**config.mk**
```make
export PLATFORM = sky130hd
export DESIGN_NAME = ifu_fetch
export DESIGN_NICKNAME = d
export VERILOG_FILES = /design/src/rtl/ifu_fetch_pkg.sv /design/src/rtl/ifu_fetch_timer.sv /design/src/rtl/ifu_fetch.sv
export SDC_FILE = /design/constraint.sdc
export NUM_CORES = 1
export LEC_CHECK = 0
export BUFFER_PORTS_ARGS = -buffer_cell sky130_fd_sc_hd__buf_2
export CORE_MARGIN = 2
export CORE_UTILIZATION = 45
export CTS_BUF_LIST = sky130_fd_sc_hd__clkbuf_16
export CTS_CLUSTER_SIZE = 16
export DETAILED_ROUTE_END_ITERATION = 6
export PLACE_DENSITY_LB_ADDON = 0.12
export SLEW_MARGIN = 20
export SYNTH_ARGS = -nofsm -noshare
export SYNTH_HDL_FRONTEND = slang
export SYNTH_SLANG_ARGS = --single-unit
```
**constraint.sdc**
```tcl
create_clock -name clk -period 2.14 [get_ports clk]
set_input_delay 0 -clock clk [delete_from_list [all_inputs] [get_ports clk]]
set_output_delay 0 -clock clk [all_outputs]
set_load 0.01 [all_outputs]
```
**src/rtl/ifu_fetch_pkg.sv**
```systemverilog
// ----------------------------------------------------------------------------
// ifu_fetch_pkg
// Shared defines for the instruction fetch unit.
//   RegBus           : datapath / address width
//   RESET_VECTOR     : first fetch address of the core
//   INST_PC_RESET    : value of inst_pc while no fetch has completed
//   NOP_INST_DEFAULT : instruction substituted on reset and on any fault
//   TIMEOUT_DEFAULT  : WAIT cycles tolerated before a fetch fault
//   fetch_state_t    : fetch FSM state encoding
// ----------------------------------------------------------------------------
package ifu_fetch_pkg;

    localparam int RegBus = 32;

    localparam logic [RegBus-1:0] RESET_VECTOR     = 32'h8000_0000;
    localparam logic [RegBus-1:0] INST_PC_RESET    = RESET_VECTOR;
    localparam logic [RegBus-1:0] NOP_INST_DEFAULT = 32'h0000_0013;
    localparam logic [7:0]        TIMEOUT_DEFAULT  = 8'd64;

    typedef enum logic [1:0] {
        ST_IDLE = 2'd0,
        ST_REQ  = 2'd1,
        ST_WAIT = 2'd2,
        ST_HOLD = 2'd3
    } fetch_state_t;

endpackage

```
**src/rtl/ifu_fetch_timer.sv**
```systemverilog
// ----------------------------------------------------------------------------
// fetch_timer
// Saturating 8-bit cycle counter used to bound the WAIT state.
//   clk    : clock
//   rst    : synchronous active-high reset
//   clear  : force count to zero (held while not waiting)
//   enable : count one cycle
//   done   : count has reached TIMEOUT (stays high while saturated)
// ----------------------------------------------------------------------------
module fetch_timer
    import ifu_fetch_pkg::*;
#(
    parameter logic [7:0] TIMEOUT = TIMEOUT_DEFAULT
) (
    input  logic clk,
    input  logic rst,
    input  logic clear,
    input  logic enable,
    output logic done
);

    logic [7:0] count;

    // NOTE: state is updated with non-blocking assignments so every register
    // samples pre-edge values, independent of block evaluation order.
    always_ff @(posedge clk) begin
        if (rst || clear) begin
            count <= '0;
        end else if (enable && (count != TIMEOUT)) begin
            count <= count + 8'd1;
        end
    end

    assign done = (count == TIMEOUT);

endmodule

```
**src/rtl/ifu_fetch.sv**
```systemverilog
// ----------------------------------------------------------------------------
// ifu_fetch
// Single-outstanding instruction fetch unit between the core PC stage and
// instruction memory. FSM: IDLE -> REQ -> WAIT -> HOLD -> IDLE.
//   clk, rst                         : clock, synchronous active-high reset
//   pc, pc_valid, pc_ready           : fetch address handshake from the core
//   flush                            : discard in-flight or held fetch
//   imem_req_valid/addr/ready        : request channel to instruction memory
//   imem_resp_valid/data/err         : response pulse from memory
//   inst, inst_pc, inst_valid,
//   fetch_fault, inst_ready          : result handshake to the decoder
// Faults (misaligned pc, bus error, timeout) deliver NOP_INST with
// fetch_fault set. A timed-out request leaves stale_pending set so the late
// response is swallowed before a new fetch is accepted.
// ----------------------------------------------------------------------------
module ifu_fetch
    import ifu_fetch_pkg::*;
#(
    parameter logic [7:0]        TIMEOUT  = TIMEOUT_DEFAULT,
    parameter logic [RegBus-1:0] NOP_INST = NOP_INST_DEFAULT
) (
    input  logic              clk,
    input  logic              rst,
    input  logic [RegBus-1:0] pc,
    input  logic              pc_valid,
    output logic              pc_ready,
    input  logic              flush,
    output logic              imem_req_valid,
    output logic [RegBus-1:0] imem_req_addr,
    input  logic              imem_req_ready,
    input  logic              imem_resp_valid,
    input  logic [RegBus-1:0] imem_resp_data,
    input  logic              imem_resp_err,
    output logic [RegBus-1:0] inst,
    output logic [RegBus-1:0] inst_pc,
    output logic              inst_valid,
    input  logic              inst_ready,
    output logic              fetch_fault
);

    fetch_state_t state;
    logic         drop;
    logic         stale_pending;
    logic         timer_done;
    logic         discard;

    fetch_timer #(.TIMEOUT(TIMEOUT)) u_timer (
        .clk    (clk),
        .rst    (rst),
        .clear  (state != ST_WAIT),
        .enable (state == ST_WAIT),
        .done   (timer_done)
    );

    // Only these two outputs are decoded; everything else is registered.
    assign pc_ready       = (state == ST_IDLE) && !stale_pending;
    assign imem_req_valid = (state == ST_REQ);

    // A flush arriving in the same cycle as the response counts as a drop.
    assign discard = drop || flush;

    always_ff @(posedge clk) begin
        if (rst) begin
            state         <= ST_IDLE;
            inst          <= NOP_INST;
            inst_pc       <= INST_PC_RESET;
            inst_valid    <= 1'b0;
            fetch_fault   <= 1'b0;
            imem_req_addr <= '0;
            drop          <= 1'b0;
            stale_pending <= 1'b0;
        end else begin
            // A late response to a timed-out request is consumed here.
            if (imem_resp_valid && stale_pending) begin
                stale_pending <= 1'b0;
            end

            case (state)
                ST_IDLE: begin
                    if (pc_valid && pc_ready && !flush) begin
                        if (pc[1:0] != 2'b00) begin
                            state       <= ST_HOLD;
                            inst        <= NOP_INST;
                            inst_pc     <= pc;
                            fetch_fault <= 1'b1;
                            inst_valid  <= 1'b1;
                        end else begin
                            imem_req_addr <= pc;
                            state         <= ST_REQ;
                        end
                    end
                end

                // The request is never withdrawn; a flush only marks it dropped.
                ST_REQ: begin
                    if (flush) begin
                        drop <= 1'b1;
                    end
                    if (imem_req_ready) begin
                        state <= ST_WAIT;
                    end
                end

                ST_WAIT: begin
                    if (imem_resp_valid) begin
                        if (discard) begin
                            state <= ST_IDLE;
                            drop  <= 1'b0;
                        end else begin
                            state       <= ST_HOLD;
                            inst        <= imem_resp_err ? NOP_INST : imem_resp_data;
                            fetch_fault <= imem_resp_err;
                            inst_pc     <= imem_req_addr;
                            inst_valid  <= 1'b1;
                        end
                    end else if (timer_done) begin
                        stale_pending <= 1'b1;
                        if (discard) begin
                            state <= ST_IDLE;
                            drop  <= 1'b0;
                        end else begin
                            state       <= ST_HOLD;
                            inst        <= NOP_INST;
                            fetch_fault <= 1'b1;
                            inst_pc     <= imem_req_addr;
                            inst_valid  <= 1'b1;
                        end
                    end else if (flush) begin
                        drop <= 1'b1;
                    end
                end

                ST_HOLD: begin
                    if (flush || inst_ready) begin
                        state      <= ST_IDLE;
                        inst_valid <= 1'b0;
                    end
                end

                default: state <= ST_IDLE;
            endcase
        end
    end

endmodule
```
==> results of run 1 <==
## routing by layer
metal | up-vias | share of wire, % | GRT usage, % | wire [um]
met3 | 11 | 6.6 | 6.50 | 867
met5 | - | 0 | 0 | 0
li1 | 2264 | - | - | -
met4 | 0 | 1.0 | 5.64 | 135
met1 | 2135 | 43 | 26.8 | 5690
met2 | 116 | 49 | 39.9 | 6430
## per-stage QoR
stage / worst slack (ns) / instances
2_1_floorplan: 0.104 / 521
3_3_place_gp: 0.0635 / 809
3_5_place_dp: -0.0262 / 809
4_1_cts: -0.0486 / 889
5_1_grt: -0.0736 / 902
6_report: -0.0146 / 902
## cells in the mapped netlist
| cell type | instances |
|---|---|
| nor3b_1 | 3 |
| or3_1 | 3 |
| xor2_1 | 3 |
| nor4_1 | 2 |
| a222oi_1 | 1 |
| inv_1 | 11 |
| or4_4 | 1 |
| or2_2 | 1 |
| dfxtp_1 | 110 |
| xnor2_1 | 1 |
| a21o_1 | 1 |
| a21oi_1 | 39 |
| a211o_1 | 1 |
| nand2b_1 | 33 |
| buf_1 | 3 |
| o21ai_0 | 35 |
| nand4_1 | 1 |
| clkbuf_1 | 25 |
| mux2i_1 | 31 |
| o41ai_1 | 1 |
| o31a_1 | 1 |
| or3b_1 | 1 |
| a211oi_2 | 32 |
| and3_1 | 2 |
| nand3_1 | 32 |
| nand4b_1 | 1 |
| nand2_1 | 68 |
| nor2_1 | 42 |
| a211oi_1 | 2 |
| nor2b_1 | 2 |
| buf_6 | 4 |
| ha_1 | 8 |
| buf_4 | 8 |
| nand3b_1 | 2 |
| a31oi_1 | 3 |
| nor3_1 | 7 |
## cells by family after synthesis
group | share of synthesized area, %
DFF | 46.9
and+or+nand+nor | 20.2
muxes | 6.61
AOI/OAI and AO/OA | 18.1
buffers and inverters | 5.35
adders and majority gates | 2.13
xor gates and xnor gates | 0.746
## power breakdown
group | leakage, nW | total [mW] | switching [mW] | internal, mW
sequential | 0.894 | 2.49 | 0.168 | 2.32
clock | 0.133 | 1.53 | 0.752 | 0.783
combinational | 1.87 | 2.32 | 1.19 | 1.13
total | 2.90 | 6.34 | 2.11 | 4.23
## cell type report
cell class                 instances  area, sq um  area share (%)
clock buffer                       9          225            3.25
inverter                          11         41.3           0.595
tap                              136          170            2.45
sequential                       110         2210            31.8
multi-input combinational        360         2300            33.2
clock inverter                     7         40.0           0.577
timing repair buffer             269         1950            28.1
## what timing repair did
action | CTS | global route
endpoints found under the setup margin | 23 | 65
setup buffers | 0 | 7
hold endpoints to repair | 64 | 0
gates resized for setup | 0 | 31
pin swaps | 0 | 17
gates cloned | 0 | 6
hold buffers | 64 | 0
## how the worst max path moves through the flow
stage | startpoint | to | slack [ns]
floorplan | u_timer.count[2] | inst[0] | 0.10
global placement | u_timer.count[7] | inst[1] | 0.06
detailed placement | u_timer.count[7] | inst_pc[25] | -0.03
CTS | u_timer.count[7] | inst_pc[25] | -0.05
global route | u_timer.count[7] | inst_pc[25] | -0.07
finish | u_timer.count[7] | inst_pc[24] | -0.01
## registers in the layout, indices dropped and copies added, names as in the netlist
signal         cells
imem_req_addr     32
inst_pc           32
inst_valid         1
drop               1
u_timer.count      8
stale_pending      1
state              2
fetch_fault        1
inst              32
## worst min-delay path, delay by kind of cell
kind            cells  cell delay [ns]
compound gates      1             0.08
buf+inv             1             0.11
mux                 1             0.15
==> impl_metrics.env, run 1 <==
export IMPL_status="complete, but fails checks"
export IMPL_violations="setup timing"
export IMPL_dr_first_iter_drc_count=165
export IMPL_drc_errors=0
export IMPL_slowest_delay_ns=0.46
export IMPL_fin_ws_ns=-0.0146
export IMPL_path_clk_slew_ns=0.07
export IMPL_clock_skew_ns=0.00736
export IMPL_nets=841
export IMPL_gr_usage_all_layers_pct=22.5
export IMPL_syn_inst=521
export IMPL_portBuffers=171
export IMPL_min_path_cells=3
export IMPL_fmax_ghz=0.464
export IMPL_cp_depth=7
export IMPL_cts_buffers=9
export IMPL_ys_seq_area_share_pct=46.9
export IMPL_hold_ws_ns=0.0435
export IMPL_reg2reg_slack_ns=-0.01
export IMPL_min_to="inst_pc[1]"
export IMPL_rows=37
export IMPL_worstPathCellList="or3_4 > or4_4 > a211oi_4 > buf_6 > buf_12 > clkbuf_16 > a211oi_2"
export IMPL_grt_start_max_net_pins=43
export IMPL_slowest_stage="or4_4"
export IMPL_synth_top_cells_by_area="dfxtp_1 47%, a211oi_2 8.5%, mux2i_1 6.6%"
export IMPL_design_area_sq_um=6940
export IMPL_drv_slew=0
export IMPL_r2r_cells=7
export IMPL_avgSynthCellArea_sq_um=9.02
export IMPL_final_antenna_net_count=0
export IMPL_rsz0062_at_grt="true"
export IMPL_cp_top_family="simple AND/OR/NAND/NOR gates"
export IMPL_fillers=835
export IMPL_wl_um=13100
export IMPL_hold_path_class="primary input to register"
export IMPL_ys_warn_count=0
export IMPL_synthDistinctLibCells=36
export IMPL_gr_total_overflow=0
export IMPL_first_global_vias=4465
export IMPL_timing_rr_start="u_timer.count[7]"
export IMPL_initial_core_util_pct=45.9
export IMPL_mostFrequentLayoutCells="170 x buf_2, 107 x dfxtp_1, 67 x nand2_1, 64 x dlygate4sd3_1, 39 x a21oi_1"
export IMPL_synth_area_leader_cell="dfxtp_1"
export IMPL_die_area_sq_um=11300
export IMPL_min_period_over_period_pct=101
export IMPL_min_from="pc[1]"
export IMPL_critPathLaunchType="register"
export IMPL_layout_drive_gt1_share_pct=35.8
export IMPL_path_max_fanout=7
export IMPL_antenna_found_initial=0
export IMPL_cts_htree_levels=3
export IMPL_first_pass_iters=4
export IMPL_setup_violations=7
export IMPL_ys_ff_latch=110
export IMPL_power_total_mw=6.34
export IMPL_io_pin_count=172
export IMPL_wl_per_cell_um=14.5
export IMPL_crit_arrival_ns=2.35
export IMPL_core_sq_um=10200
export IMPL_peakVddDrop_mv=0.467
export IMPL_grt_pass1_wl_um=20600
export IMPL_netlist_area_sq_um=4700
export IMPL_place_hpwl_um=8190
export IMPL_gp_congestion=0.749
export IMPL_drv_cap=0
export IMPL_utilization_pct=67.8
export IMPL_timing_rr_end="inst_pc[24]"
export IMPL_die_x_um=106
export IMPL_place_area_sq_um=5760
export IMPL_root_buffer="clkbuf_16"
export IMPL_cts_tree="done"
export IMPL_vias_per_cell=5.02
export IMPL_area_growth_synth_to_final_pct=47.7
export IMPL_cts_path_max_buffers=2
export IMPL_mostFrequentLayoutCell="buf_2"
export IMPL_vias=4526
export IMPL_cp_required_ns=2.34
export IMPL_clkLatencyLatePin_ns=0.34
export IMPL_syn_nets=601
export IMPL_hold_violations=0
export IMPL_fin_crit_ns=2.15
export IMPL_synth_top_area_share_pct=46.9
export IMPL_cts_sinks=110
export IMPL_diodes=0
export IMPL_critPathCaptureType="register"
export IMPL_die_h_um=106
export IMPL_maxSlewHeadroom_pct=62.1
export IMPL_worst_pin_slew_ns=0.568
export IMPL_pwr_density_cell_nw_per_um2=914
export IMPL_worst_path_buf_inv=3
export IMPL_setup_worst_path_class="register to register"
export IMPL_leakagePower_nw=2.90
export IMPL_tns_ns=-0.0607
No activity file was read; power rests on OpenSTA's default activity.
==> inputs of run 2 (changes only) <==
--- a/config.mk
+++ b/config.mk
@@ -6,6 +6,7 @@
 export NUM_CORES = 1
 export LEC_CHECK = 0
 export BUFFER_PORTS_ARGS = -buffer_cell sky130_fd_sc_hd__buf_2
+export CORE_ASPECT_RATIO = 1.1
 export CORE_MARGIN = 2
 export CORE_UTILIZATION = 45
 export CTS_BUF_LIST = sky130_fd_sc_hd__clkbuf_16
==> run 2 against run 1 <==
  * Maximum frequency is 0.73% higher
  * Die area hardly changed
  * First-iteration DRC count is 27% lower
  * Combinational power is 4% lower
  * Critical endpoint is now inst_pc[21]
  * Largest power group unchanged
  * The run now ends clean
  * Sequential cell count stayed put
  * Routed wire length is 1.2% lower
  * Sequential share of layout area is 0.22 points lower
==> impl_metrics.env, run 2 (same netlist as run 1, synthesis figures left out) <==
export IMPL_status="finished clean"
export IMPL_critPathLaunchType="register"
export IMPL_gp_congestion=0.846
export IMPL_die_area_sq_um=11300
export IMPL_min_path_cells=3
export IMPL_core_sq_um=10300
export IMPL_area_growth_synth_to_final_pct=48.6
export IMPL_min_period_over_period_pct=99.9
export IMPL_wl_um=13000
export IMPL_drc_errors=0
export IMPL_leakagePower_nw=2.92
export IMPL_critPathCaptureType="register"
export IMPL_path_max_fanout=16
export IMPL_min_to="inst_pc[1]"
export IMPL_setup_violations=0
export IMPL_design_area_sq_um=6980
export IMPL_io_pin_count=172
export IMPL_reg2reg_slack_ns=0.001
export IMPL_mostFrequentLayoutCells="170 x buf_2, 109 x dfxtp_1, 68 x nand2_1, 64 x dlygate4sd3_1, 42 x nor2_1"
export IMPL_drv_cap=0
export IMPL_dr_wl_met2_um=6450
export IMPL_portBuffers=171
export IMPL_vias=4516
export IMPL_gr_usage_all_layers_pct=22.8
export IMPL_clkLatencyLatePin_ns=0.34
export IMPL_layout_drive_gt1_share_pct=34.3
export IMPL_rsz0062_at_grt="true"
export IMPL_setup_worst_path_class="register to register"
export IMPL_cp_required_ns=2.34
export IMPL_die_h_um=111
export IMPL_routed_wl_met3_um=806
export IMPL_cts_tree="done"
export IMPL_pwr_density_cell_nw_per_um2=954
export IMPL_maxSlewHeadroom_pct=62.5
export IMPL_mostFrequentLayoutCell="buf_2"
export IMPL_crit_arrival_ns=2.34
export IMPL_grt_pass1_wl_um=20800
export IMPL_first_pass_iters=4
export IMPL_wl_met1_um=5390
export IMPL_timing_rr_end="inst_pc[21]"
export IMPL_hold_path_class="primary input to register"
export IMPL_largestRegisters="imem_req_addr: 32 flops, inst: 32 flops, inst_pc: 32 flops"
export IMPL_root_buffer="clkbuf_16"
export IMPL_timing_rr_start="u_timer.count[7]"
export IMPL_vias_per_cell=5.00
export IMPL_hold_violations=0
export IMPL_diodes=0
export IMPL_wl_per_cell_um=14.3
export IMPL_place_area_sq_um=5790
export IMPL_initial_core_util_pct=45.6
export IMPL_worst_pin_slew_ns=0.562
export IMPL_top_layer_used="met4"
export IMPL_fmax_ghz=0.468
export IMPL_cts_path_max_buffers=2
export IMPL_grt_start_max_net_pins=52
export IMPL_min_from="pc[1]"
export IMPL_gr_total_overflow=0
export IMPL_cts_htree_levels=3
export IMPL_clock_skew_ns=0.00390
export IMPL_dr_first_iter_drc_count=120
export IMPL_antenna_found_initial=0
export IMPL_cts_buffers=9
export IMPL_utilization_pct=67.8
export IMPL_path_clk_slew_ns=0.07
export IMPL_drv_slew=0
export IMPL_final_antenna_net_count=0
export IMPL_cts_sinks=110
export IMPL_nets=838
export IMPL_r2r_cells=6
export IMPL_fin_crit_ns=2.14
export IMPL_rows=39
export IMPL_tns_ns=0
export IMPL_place_hpwl_um=8250
export IMPL_peakVddDrop_mv=0.523
export IMPL_power_total_mw=6.66
export IMPL_die_x_um=101
export IMPL_first_global_vias=4496
==> run 2: changes by cell type in the layout (fill, tap and decap cells not counted), sizes merged <==
cell	previous run	this run
buf	201	199
bufbuf	0	1
bufinv	0	4
clkbuf	13	11
clkinv	5	1
clkinvlp	1	0
inv	12	11
==> run 2: area by class of cell <==
cell class | instances | area, sq um
fillers | 829 | 3320
multi-input cells | 360 | 2300
flip-flops and latches | 110 | 2200
repair buffers | 266 | 1900
clock buffers | 9 | 225
well taps | 143 | 179
clock inverters | 5 | 124
inverters | 11 | 41.3
==> run 2: where the power goes <==
group / total, mW / internal (mW) / switching, mW
Clock: 1.96 / 1.25 / 0.717
Combinational: 2.23 / 1.08 / 1.15
Sequential: 2.47 / 2.32 / 0.155
Total: 6.66 / 4.64 / 2.02
==> run 2: metal layers <==
layer | track usage [%] | vias to the layer above
li1 | - | 2261
met1 | 26.7 | 2093
met2 | 39.3 | 138
met3 | 5.99 | 24
met4 | 8.29 | 0
met5 | 0 | -
==> run 2: repair_timing <==
action / CTS / global route
buffers inserted: 1 / 2
hold buffers: 64 / 0
cloned: 2 / 2
pin swaps: 0 / 8
setup endpoints to repair: 24 / 54
gates resized for setup: 4 / 20
hold endpoints to repair: 64 / 0
==> run 2: worst max-delay path: stages (launching register included) <==
cell and delay (ns):
dfxtp_2 0.33, or3_4 0.39, or4_4 0.44, a211oi_4 0.27
buf_4 0.19, bufbuf_16 0.30, a211oi_2 0.07
==> run 2: metrics by stage <==
stage | cells | worst slack [ns] | hold WS, ns
after global routing | 904 | -0.0741 | 0.0670
after CTS | 900 | -0.00718 | 0.0340
after floorplan | 521 | 0.104 | 0.0793
after global placement | 819 | 0.0526 | 0.216
final | 904 | 0.00108 | 0.0419
after detailed placement | 819 | -0.0362 | 0.223
==> run 2: worst max-delay path by stage <==
stage	start	end	depth (start not counted)
final	u_timer.count[7]	inst_pc[21]	6
after global routing	u_timer.count[7]	inst[1]	7
after CTS	u_timer.count[7]	inst_pc[22]	6
after detailed placement	u_timer.count[7]	inst_pc[22]	7
after global placement	u_timer.count[7]	inst_pc[23]	7
after floorplan	u_timer.count[2]	inst[0]	7
